File: src/rtl/pipe_pkg.sv
`default_nettype none
// ============================================================================
// Module   : pipe_pkg
// Purpose  : Shared defaults and index/slice helpers for the pipeline backbone.
// Revision : 1.0
// ============================================================================
package pipe_pkg;

    localparam int C_NSTAGE_DEF = 5;
    localparam int C_DW_DEF     = 64;
    localparam int C_CW_DEF     = 32;

    // Width of a stage index; never below one bit so the port always exists.
    function automatic int idx_w(input int n);
        return (n > 1) ? $clog2(n) : 1;
    endfunction

    // Low bit of slice idx in a packed bus of dw-wide slices.
    function automatic int slice_lo(input int idx, input int dw);
        return idx * dw;
    endfunction

endpackage
`default_nettype wire

File: src/rtl/pipe_stage_reg.sv
`default_nettype none
// ============================================================================
// Module   : pipe_stage_reg
// Purpose  : One pipeline stage: valid bit plus payload register.
// Revision : 1.0
// ============================================================================
module pipe_stage_reg
    import pipe_pkg::*;
#(
    parameter int DW = C_DW_DEF
) (
    input  logic          clk,
    input  logic          reset,
    input  logic          i_kill,
    input  logic          i_allowin,
    input  logic          i_valid,
    input  logic [DW-1:0] i_bus,
    output logic          o_valid,
    output logic [DW-1:0] o_bus
);

    logic          r_valid;
    logic [DW-1:0] r_bus;

    // Kill wins over a transfer; the payload only loads on a real item.
    always_ff @(posedge clk) begin
        if (reset) begin
            r_valid <= 1'b0;
            r_bus   <= '0;
        end else if (i_kill) begin
            r_valid <= 1'b0;
        end else if (i_allowin) begin
            r_valid <= i_valid;
            if (i_valid) begin
                r_bus <= i_bus;
            end
        end
    end

    assign o_valid = r_valid;
    assign o_bus   = r_bus;

endmodule
`default_nettype wire

File: src/rtl/pipe_ctrl.sv
`default_nettype none
// ============================================================================
// Module   : pipe_ctrl
// Purpose  : NSTAGE-deep valid/allowin pipeline chain with flush, in-flight
//            payload update and retire/stall/flush counters.
// Revision : 1.0
// ============================================================================
module pipe_ctrl
    import pipe_pkg::*;
#(
    parameter int NSTAGE = C_NSTAGE_DEF,
    parameter int DW     = C_DW_DEF,
    parameter int CW     = C_CW_DEF
) (
    input  logic                       clk,
    input  logic                       reset,
    input  logic                       in_valid,
    output logic                       in_allowin,
    input  logic [DW-1:0]              in_bus,
    input  logic [NSTAGE-1:0]          ready_go,
    input  logic [NSTAGE-1:0]          upd_en,
    input  logic [NSTAGE*DW-1:0]       upd_data,
    input  logic                       flush_req,
    input  logic [idx_w(NSTAGE)-1:0]   flush_stage,
    output logic                       out_valid,
    input  logic                       out_ready,
    output logic [DW-1:0]              out_bus,
    output logic [NSTAGE-1:0]          stage_valid,
    output logic [NSTAGE*DW-1:0]       stage_bus,
    output logic [CW-1:0]              cnt_retire,
    output logic [CW-1:0]              cnt_stall,
    output logic [CW-1:0]              cnt_flush
);

    localparam int C_FSW = idx_w(NSTAGE);

    logic [NSTAGE-1:0]    w_v;
    logic [NSTAGE-1:0]    w_kill;
    logic [NSTAGE-1:0]    w_go;
    logic [NSTAGE-1:0]    w_allowin;
    logic [NSTAGE-1:0]    w_in_valid;
    logic [NSTAGE*DW-1:0] w_fwd;
    logic [NSTAGE*DW-1:0] w_in_bus;
    logic [NSTAGE*DW-1:0] w_bus;
    logic [C_FSW-1:0]     w_fs;

    logic [CW-1:0] r_cnt_retire;
    logic [CW-1:0] r_cnt_stall;
    logic [CW-1:0] r_cnt_flush;

    assign w_fs = (int'(flush_stage) >= NSTAGE) ? C_FSW'(NSTAGE - 1) : flush_stage;

    // Allowin ripples from the oldest stage back to stage 0; kill is left out.
    always_comb begin
        logic w_acc;
        w_allowin = '0;
        w_acc     = ~w_v[NSTAGE-1] | (ready_go[NSTAGE-1] & out_ready);
        w_allowin[NSTAGE-1] = w_acc;
        for (int i = NSTAGE - 2; i >= 0; i--) begin
            w_acc        = ~w_v[i] | (ready_go[i] & w_acc);
            w_allowin[i] = w_acc;
        end
    end

    for (genvar i = 0; i < NSTAGE; i++) begin : g_stage
        localparam int LO = slice_lo(i, DW);

        assign w_kill[i]        = flush_req & (int'(w_fs) >= i);
        assign w_go[i]          = w_v[i] & ready_go[i] & ~w_kill[i];
        assign w_fwd[LO +: DW]  = upd_en[i] ? upd_data[LO +: DW] : w_bus[LO +: DW];

        if (i == 0) begin : g_head
            assign w_in_valid[i]      = in_valid;
            assign w_in_bus[LO +: DW] = in_bus;
        end else begin : g_body
            assign w_in_valid[i]      = w_go[i-1];
            assign w_in_bus[LO +: DW] = w_fwd[LO-DW +: DW];
        end

        pipe_stage_reg #(
            .DW(DW)
        ) u_stage (
            .clk      (clk),
            .reset    (reset),
            .i_kill   (w_kill[i]),
            .i_allowin(w_allowin[i]),
            .i_valid  (w_in_valid[i]),
            .i_bus    (w_in_bus[LO +: DW]),
            .o_valid  (w_v[i]),
            .o_bus    (w_bus[LO +: DW])
        );
    end

    always_ff @(posedge clk) begin
        if (reset) begin
            r_cnt_retire <= '0;
            r_cnt_stall  <= '0;
            r_cnt_flush  <= '0;
        end else begin
            if (out_valid & out_ready) begin
                r_cnt_retire <= r_cnt_retire + CW'(1);
            end
            if (in_valid & ~in_allowin) begin
                r_cnt_stall <= r_cnt_stall + CW'(1);
            end
            if (flush_req) begin
                r_cnt_flush <= r_cnt_flush + CW'(1);
            end
        end
    end

    assign in_allowin  = w_allowin[0];
    assign out_valid   = w_go[NSTAGE-1];
    assign out_bus     = w_fwd[slice_lo(NSTAGE-1, DW) +: DW];
    assign stage_valid = w_v;
    assign stage_bus   = w_bus;
    assign cnt_retire  = r_cnt_retire;
    assign cnt_stall   = r_cnt_stall;
    assign cnt_flush   = r_cnt_flush;

endmodule
`default_nettype wire

File: config.mk
export PLATFORM = sky130hd
export DESIGN_NAME = pipe_ctrl
export DESIGN_NICKNAME = d
export VERILOG_FILES = /design/src/rtl/pipe_pkg.sv /design/src/rtl/pipe_stage_reg.sv /design/src/rtl/pipe_ctrl.sv
export SDC_FILE = /design/constraint.sdc
export NUM_CORES = 1
export LEC_CHECK = 0
export CAP_MARGIN = 20
export CORE_AREA = 2 2 350 352
export CTS_BUF_LIST = sky130_fd_sc_hd__clkbuf_8
export CTS_CLUSTER_DIAMETER = 30
export DETAILED_ROUTE_END_ITERATION = 16
export DIE_AREA = 0 0 352 354
export GPL_ROUTABILITY_DRIVEN = 1
export SLEW_MARGIN = 0
export SYNTH_ARGS = -nofsm -noshare
export SYNTH_HDL_FRONTEND = slang
export SYNTH_SLANG_ARGS = --single-unit
File: constraint.sdc
create_clock -name clk -period 2.29 [get_ports clk]
set_clock_uncertainty 0.15 [all_clocks]
set_input_delay 0.3435 -clock clk [delete_from_list [all_inputs] [get_ports clk]]
set_output_delay 0.3435 -clock clk [all_outputs]
set_load 0.005 [all_outputs]
== After elaboration in Yosys (flattened, before gate mapping) ==
Index checks and enable logic that the tools add are counted.
Widths: inputs -> output; s select.
Storage, ports and cells
  flip-flop bits (word level): 421
  input bits: 402
  output and inout port bits: 487
  logic and storage cells: 74
Operators by class
  add/sub/neg operators: 3
  magnitude comparators: 5
  multiplexer cells: 6
  bitwise gates (word level): 37
  reductions and logical operators: 10
Operators by type and width (number)
  $mux 64: 5
  $add 32x1->32 const B: 3
  $and 1x1->1: 21
  $reduce_and 3->1: 5
  $not 1->1: 11
  $reduce_or 2->1: 5
  $ge 3x2->1 const B: 2
  $ge 3x3->1 const B: 2
  $or 1x1->1: 5
  $ge 3x1->1 const B: 1
  $mux 3: 1

== Longest topological paths before layout ==
Gate-level depths: netlist (run 1).
  depth in word-level cells: 12
  depth in mapped cells: 9
  mapped depth without buffers: 6

== Cells and area by module ==
From an unflattened synthesis (run 1), not the netlist that was laid out.
Second synthesis, totals
  cell total of the unflattened synthesis: 2367
  area total of the unflattened synthesis: 23522.6 sq um
By module, submodules not included
  pipe_stage_reg: instances 5, cells each 281, area an instance 2952.8 sq um, sequential area each 1301.2 sq um
  pipe_ctrl: instances 1, cells each 962, area an instance 8758.4 sq um, sequential area each 1921.8 sq um

== Least setup slack after synthesis (run 1) ==
OpenSTA, ideal clock, no wires.
  kind: reg2reg
  from: register r_cnt_stall[4] (netlist: cnt_stall[4])
  to: register r_cnt_stall[30] (netlist: cnt_stall[30])
  setup time: 0.121 ns
  data arrival time: 1.935 ns
  data required time: 2.019 ns
  path slack: 0.084 ns
  stages on the path, launching flop included: 6
  path buffers: 0
  period minus slack after synthesis: 2.206 ns
  cells stage by stage: dfxtp_1 -> nand4_1 -> or4_4 -> or3_4 -> nor3_2 -> mux2_2
Between the ends
  word-level cells in the longest chain between the ends: 1
Ends and longest elaborated chain
  start: declaration: RTL line pipe_ctrl.sv:48  | logic [CW-1:0] r_cnt_stall;
  start signal: assignment: RTL line pipe_ctrl.sv:104  | r_cnt_stall <= r_cnt_stall + CW'(1);
  $add 32x1->32: RTL line pipe_ctrl.sv:104
Every way passes these cells.
A chain may end at the register's enable or synchronous reset.

== Worst setup path in the final report (run 1) ==
  from: register g_stage[3].u_stage.r_valid
  to: output port in_allowin
Between the ends
  word-level cells in the longest chain between the ends: 8
Ends and longest elaborated chain
  start: declaration: RTL line pipe_stage_reg.sv:22  | logic r_valid;
  start signal: assignment: RTL line pipe_stage_reg.sv:33  | r_valid <= i_valid;
  $not 1->1: RTL line pipe_ctrl.sv:60  | w_acc = ~w_v[i] | (ready_go[i] & w_acc);
  $or 1x1->1: RTL line pipe_ctrl.sv:60
  $and 1x1->1: RTL line pipe_ctrl.sv:60
  $or 1x1->1: RTL line pipe_ctrl.sv:60
  $and 1x1->1: RTL line pipe_ctrl.sv:60
  $or 1x1->1: RTL line pipe_ctrl.sv:60
  $and 1x1->1: RTL line pipe_ctrl.sv:60
  $or 1x1->1: RTL line pipe_ctrl.sv:60
  end: declaration: RTL line pipe_ctrl.sv:18  | output logic in_allowin,
Every way passes these cells.

==> summary.txt, run 1 <==
Crit path launch type - flip-flop
Wire length of the first global-routing pass - 156000 um
Max Root-Sink Buffers - 3
CP Capture Type - output port
IR Drop Worst-Case VDD - 0.634 mV
Critical Path RT - 1800 ps
Startpoint of the most critical register-to-register path - g_stage[3].u_stage.o_valid
Class of the tightest hold or removal check - in2reg
Number of slew-limit violations in the final report - 0
Violations in the final reports - setup timing
Via count - 22900
Setup repair after global routing missed its margin - true
Maximum number of pins on one net before global-route repair - 101
Most common library cell in the layout ignoring fill and taps - clkdlybuf4s50_1
Yosys warns - 0
Headroom to the max-slew limit - 0.462
Number of remaining DRC errors - 0
Effective utilization at floorplan - 0.159
Root buffer selected by CTS - clkbuf_8
Number of synthesized flops with an enable pin - 0
Port buffer count - 888
Area added between synthesis and finish - 103%
Number of antenna violations at the first check in global routing - 20
DRC violation total after the first TritonRoute iteration - 1515
Final total power - 22.6 mW
Crit path from - g_stage[3].u_stage.o_valid
Global-route usage over all layers - 0.171
HPWL Detailed - 85600 um
Transition at the pin with the smallest max-transition slack - 808 ps
Residual antenna-violating net count after detailed routing - 0
Post-synthesis cell type count - 48
Final setup slack of the worst path - -305 ps
TritonCTS clock tree - built
Fraction of layout cells with a size suffix above 1 - 0.269
Number of cells produced by synthesis - 2102
Final Hold Vio Count - 0
Placement Cell Area - 31300 um2
Via density per instance - 4.42
Cell area power density - 578 nW/um2
Number of top-level design ports - 889
Number of rows created at floorplan - 128
Horizontal extent of the die - 352 um
Number of global-route vias before repair - 21700
Final Hold Slack - 124 ps
Hold_sp - flush_stage[2]
Initial DRT Pass Iterations - 5
Worst slack, placed - -550 ps
Clock sink total - 421
Source-to-sink clock delay at the later pin of the worst-skew pair - 830 ps
Register bit count reported by yosys - 421
Share of the clock period used by the worst path - 1.13
Most frequent cells in the layout - 488 x clkdlybuf4s50_1, 346 x dlygate4sd2_1, 271 x dfxtp_1
Post-layout instance area - 39100 um2
CTS buffer count - 119
Sequential fraction of the synthesis area - 0.438
Post-layout nets - 3844
Time the worst path needs with I/O delays and setup - 2590 ps
Placed insts - 4617
Number of levels in the clock H-tree - 3
Max Clock Freq - 385 MHz
Clock-pin slew on the worst setup and hold paths - 50 ps
Static Leak - 16.0 nW
Std-Cell Core Area - 121000 um2
Number of maximum-capacitance violations - 0
Post-synthesis average cell area - 9.15 um2
Placer Congestion - 0.937
Arrival time at the worst endpoint - 2100 ps
Detailed-route wire length - 122000 um
Kind of critical path - reg2out
Maximum fanout count along the critical path - 3
Total nets after synthesis - 2507
Flip-flop cell with the highest count after synthesis - dfxtp_1
Count of final setup violators - 230
Die H - 354 um
Die area - 125000 um2
Run status - finished, violations left
Average wire per cell in the routed design - 23.5 um
Synthesized cell area - 19200 um2
Final Non-Filler Cells - 5172
Share of flip-flops with an asynchronous set or reset - 0
Total overflow reported by the global router - 0
## report_power, final
part           switching (mW)  internal [mW]  total (mW)  leakage [nW]
Combinational            1.22           1.59        2.81          10.9
Clock                    4.43           7.85        12.3          1.55
Sequential              0.121           7.41        7.53          3.49
Total                    5.77           16.8        22.6          16.0
## critical path, stage by stage, from the launching register on
cell and delay (ps):
dfxtp_2 330, nor2b_4 120, a311o_1 380, a31o_4 300, inv_4 70, buf_6 90
## final timing paths
check,slack [ps],to,cells after the start
max,-300,in_allowin,5
min reg2reg,340,g_stage[0].u_stage.o_bus[41],2
min,120,g_stage[4].u_stage.o_valid,3
max reg2reg,-220,g_stage[2].u_stage.o_bus[32],12
## cells by family after synthesis
family | count (synthesis) | synth area share
and+or+nand+nor | 593 | 0.149
AOI/OAI and AO/OA | 481 | 0.164
DFF | 421 | 0.438
muxes | 325 | 0.173
buffers and inverters | 228 | 0.0499
xor gates and xnor gates | 51 | 0.0232
adders and majority gates | 3 | 0.00195
## final cells by class
cell class,instances,area [um2]
antenna,8,20.0
clock buffer,150,2060
clock inverter,71,842
fill,12300,81800
inverter,29,111
multi-input combinational,1453,10900
sequential,421,8720
tap,1625,2030
timing repair buffer,1415,14500
## Yosys cell counts, types with 2 or more instances
cell | instances | area share
nand3_1 | 87 | 0.023
buf_2 | 33 | 0.0086
o21ai_0 | 83 | 0.022
nor4_2 | 4 | 0.0026
a211oi_1 | 259 | 0.10
buf_4 | 17 | 0.0066
a21oi_1 | 109 | 0.028
or2_2 | 3 | 0.00098
dfxtp_1 | 421 | 0.44
a31o_2 | 2 | 0.00091
mux2i_1 | 259 | 0.13
xnor2_1 | 43 | 0.020
nand4_1 | 20 | 0.0065
ha_1 | 3 | 0.0020
nor2b_1 | 4 | 0.0013
mux2_2 | 66 | 0.039
and3_1 | 5 | 0.0016
nor4_1 | 17 | 0.0055
nor2_1 | 256 | 0.050
xor2_1 | 8 | 0.0036
or3_1 | 18 | 0.0059
o31ai_1 | 20 | 0.0078
clkbuf_1 | 142 | 0.028
nand2_1 | 43 | 0.0084
nand2b_1 | 2 | 0.00065
buf_1 | 7 | 0.0014
inv_1 | 28 | 0.0055
and2_1 | 7 | 0.0023
and4_1 | 14 | 0.0064
nor3_1 | 82 | 0.021
or4_1 | 23 | 0.0090
## what timing repair did
| item | 4_1_cts | 5_1_grt |
|---|---|---|
| endpoints found under the hold margin | 311 | 0 |
| endpoints found under the setup margin | 454 | 204 |
| hold buffers | 236 | 0 |
| gates cloned | 0 | 47 |
| buffers inserted | 8 | 36 |
| resized for setup | 662 | 286 |
| pin swaps | 2 | 141 |
## per-layer routing
| layer | track usage | part of all wire | vias to the layer above |
|---|---|---|---|
| met4 | 0.0811 | 0.042 | 12 |
| met3 | 0.0439 | 0.074 | 252 |
| met2 | 0.262 | 0.45 | 1075 |
| met5 | 0 | 0.00072 | - |
| li1 | - | - | 10400 |
| met1 | 0.223 | 0.44 | 11100 |
## flip-flops by register name, summed over array words and instances, names as in the netlist
| signal | flops |
|---|---|
| g_stage.u_stage.o_bus | 320 |
| cnt_retire | 32 |
| cnt_stall | 32 |
| g_stage.u_stage.o_valid | 5 |
| cnt_flush | 32 |
## metrics by stage
stage          setup TNS [ps]  utilization
2_1_floorplan               0            -
3_3_place_gp          -124690        0.259
3_5_place_dp          -136310        0.259
4_1_cts                  -785        0.302
5_1_grt                -47620        0.324
6_report               -23470        0.324
Power figures use the tool's default switching activity.
==> run 2: changes to the inputs <==
Settings changed: REMOVE_ABC_BUFFERS from default to 1.
==> run 2 against run 1 <==
First-iteration DRC count down 8.1%. Highest routed layer unchanged. Sequential power barely moved. Maximum frequency up 1.2%. Critical endpoint unchanged. Non-clock buffer count is 13 lower. Largest cell class unchanged. The flow still finishes with violations (setup timing). Critical path depth unchanged. Sequential share of layout area increased by 0.95 points.
==> summary.txt, run 2 (synthesis results as in run 1) <==
Total overflow reported by the global router - 0 (unchanged)
TritonCTS clock tree - built
Violations in the final reports - setup timing
Area added between synthesis and finish - 96.1%
Transition at the pin with the smallest max-transition slack - 1030 ps (+226 ps)
Clock sink total - 421 (unchanged)
Detailed-route wire length - 118000 um (-2.7%)
Crit path launch type - flip-flop
Maximum number of pins on one net before global-route repair - 97 (-4.0%)
Maximum fanout count along the critical path - 3 (unchanged)
Post-layout nets - 3833 (-0.29%)
Critical path's slowest cell - a311o_1
Time the worst path needs with I/O delays and setup - 2560 ps (-30.1 ps)
Horizontal extent of the die - 352 um (unchanged)
Final Hold Slack - 129 ps (+5.72 ps)
Placer Congestion - 0.874 (-6.7%)
Number of maximum-capacitance violations - 0 (unchanged)
Delay of the slowest cell on the worst path - 360 ps (-20 ps)
CP Capture Type - output port
Sequential cell area in the final layout - 8760 um2 (+0.49%)
Run status - finished, violations left
CTS buffer count - 121 (+1.7%)
Number of remaining DRC errors - 0 (unchanged)
Max reg flops - 320 (unchanged)
Number of rows created at floorplan - 128 (unchanged)
Switching share of total power - 0.252 (-0.00339)
Class of the tightest hold or removal check - in2reg
HPWL Detailed - 89200 um (+4.2%)
Die H - 354 um (unchanged)
Die area - 125000 um2 (unchanged)
Most frequent cells in the layout - 506 x clkdlybuf4s50_1, 338 x dlygate4sd2_1, 273 x dlygate4sd3_1
Static Leak - 15.5 nW (-3.1%)
Power share of the sequential group - 0.331 (-0.002)
Number of top-level design ports - 889 (unchanged)
Kind of cell with the highest combined delay on the critical path - compound AO/OA/AOI/OAI gates
Cell area power density - 602 nW/um2 (+4.2%)
Port buffer count - 888 (unchanged)
Critical Path RT - 1800 ps (about the same)
Average wire per cell in the routed design - 22.9 um (-2.8%)
Placed insts - 4614 (-0.065%)
Count of buffering cells on the critical path with inverters included - 2 (unchanged)
Max Root-Sink Buffers - 3 (unchanged)
Via density per instance - 4.35 (-1.7%)
Std-Cell Core Area - 121000 um2 (unchanged)
Root buffer selected by CTS - clkbuf_8
Effective utilization at floorplan - 0.159 (unchanged)
Share of the clock period used by the worst path - 1.12 (-0.0131)
Number of levels in the clock H-tree - 3 (unchanged)
Setup repair after global routing missed its margin - true
Worst slack, placed - -652 ps (-102 ps)
Clock-pin slew on the worst setup and hold paths - 50 ps (about the same)
Initial DRT Pass Iterations - 5 (unchanged)
Final Hold Vio Count - 0 (unchanged)
Area taken by multi-input logic gates - 9980 um2 (-8.4%)
Global-route usage over all layers - 0.182 (+0.0113)
Number of antenna violations at the first check in global routing - 31 (+55%)
Placement Cell Area - 31400 um2 (+0.38%)
Fraction of layout cells with a size suffix above 1 - 0.217 (-0.0527)
Total Neg Setup Slack - -4350 ps (+19120 ps)
Wire length of the first global-routing pass - 165000 um (+6.1%)
Final total power - 22.7 mW (+0.44%)
Via count - 22500 (-1.5%)
Count of final setup violators - 82 (-64%)
Max Clock Freq - 390 MHz (+1.2%)
Clock network power share - 0.549 (+0.006)
Most common library cell in the layout ignoring fill and taps - clkdlybuf4s50_1
Final Non-Filler Cells - 5181 (+0.17%)
Post-layout instance area - 37700 um2 (-3.6%)
Combinational power share - 0.120 (-0.004)
Arrival time at the worst endpoint - 2070 ps (-30 ps)
Cell Chain, Critical Path - nor2b_4, a311o_1, a31o_4, clkinv_8, buf_6
Number of filler instances in the final layout - 12500 (+1.9%)
Final setup slack of the worst path - -275 ps (+30.1 ps)
Layout Utilization - 0.312 (-0.0117)
DRC violation total after the first TritonRoute iteration - 1393 (-8.1%)
Number of global-route vias before repair - 22700 (+4.8%)
Residual antenna-violating net count after detailed routing - 0 (unchanged)
Source-to-sink clock delay at the later pin of the worst-skew pair - 810 ps (-20 ps)
Internal Pwr Total - 17.0 mW (+0.89%)
Number of slew-limit violations in the final report - 0 (unchanged)
Net switching component of the power - 5.72 mW (-0.90%)
IR Drop Worst-Case VDD - 0.566 mV (-11%)
Kind of critical path - reg2out
Headroom to the max-slew limit - 0.311 (-0.151)
## run 2: changes by cell type in the layout (fill, tap and decap cells not counted), sizes merged
cell	change
clkdlybuf4s50	+18
clkinv	+9
buf	-21
clkbuf	-32
dlymetal6s2s	+4
inv	-2
dlygate4sd2	-8
dlygate4sd3	+37
diode	+16
clkdlybuf4s15	-17
bufbuf	+3
bufinv	+2
## run 2: power by group through the flow
stage / logic (mW) / clock network, mW / registers (mW)
CTS: 2.72 / 12.7 / 7.52
floorplan: 0.536 / 0 / 7.66
detailed placement: 2.31 / 0 / 7.71
global placement: 2.31 / 0 / 7.70
finish: 2.73 / 12.5 / 7.52
global route: 2.87 / 13.1 / 7.52
## run 2: cell type report
type	count	share of cell area
diodes	24	0.00159
inverters	29	0.00322
clock buffers	147	0.0536
multi-input cells	1453	0.265
well taps	1625	0.0539
repair buffers	1402	0.367
flip-flops and latches	421	0.232
clock inverters	80	0.0242
## run 2: worst paths after layout
kind                                                 start                           end  depth (start not counted)  slack [ps]
worst max register to register  g_stage[0].u_stage.o_valid  g_stage[0].u_stage.o_bus[44]                          7        -120
worst max-delay path            g_stage[3].u_stage.o_valid                    in_allowin                          5        -270
worst min-delay path                          upd_data[99]  g_stage[2].u_stage.o_bus[35]                          3         130
worst min register to register               cnt_stall[24]                 cnt_stall[24]                          2         340
## run 2: what timing repair did
action	in CTS	in global routing
hold endpoints to repair	341	0
resized for setup	666	23
gates cloned	7	2
hold buffers	273	0
setup buffers	31	5
endpoints found under the setup margin	561	152
pin swaps	4	12
## run 2: per-layer routing
metal	GRT usage	routed length [um]
met4	0.0703	4260
met5	0	52
met1	0.221	48800
met2	0.301	55800
met3	0.0553	9540
## run 2: tightest hold or removal path, stage by stage
cell	delay (ps)
clkdlybuf4s50_1	440
mux2i_1	170
a211oi_1	90
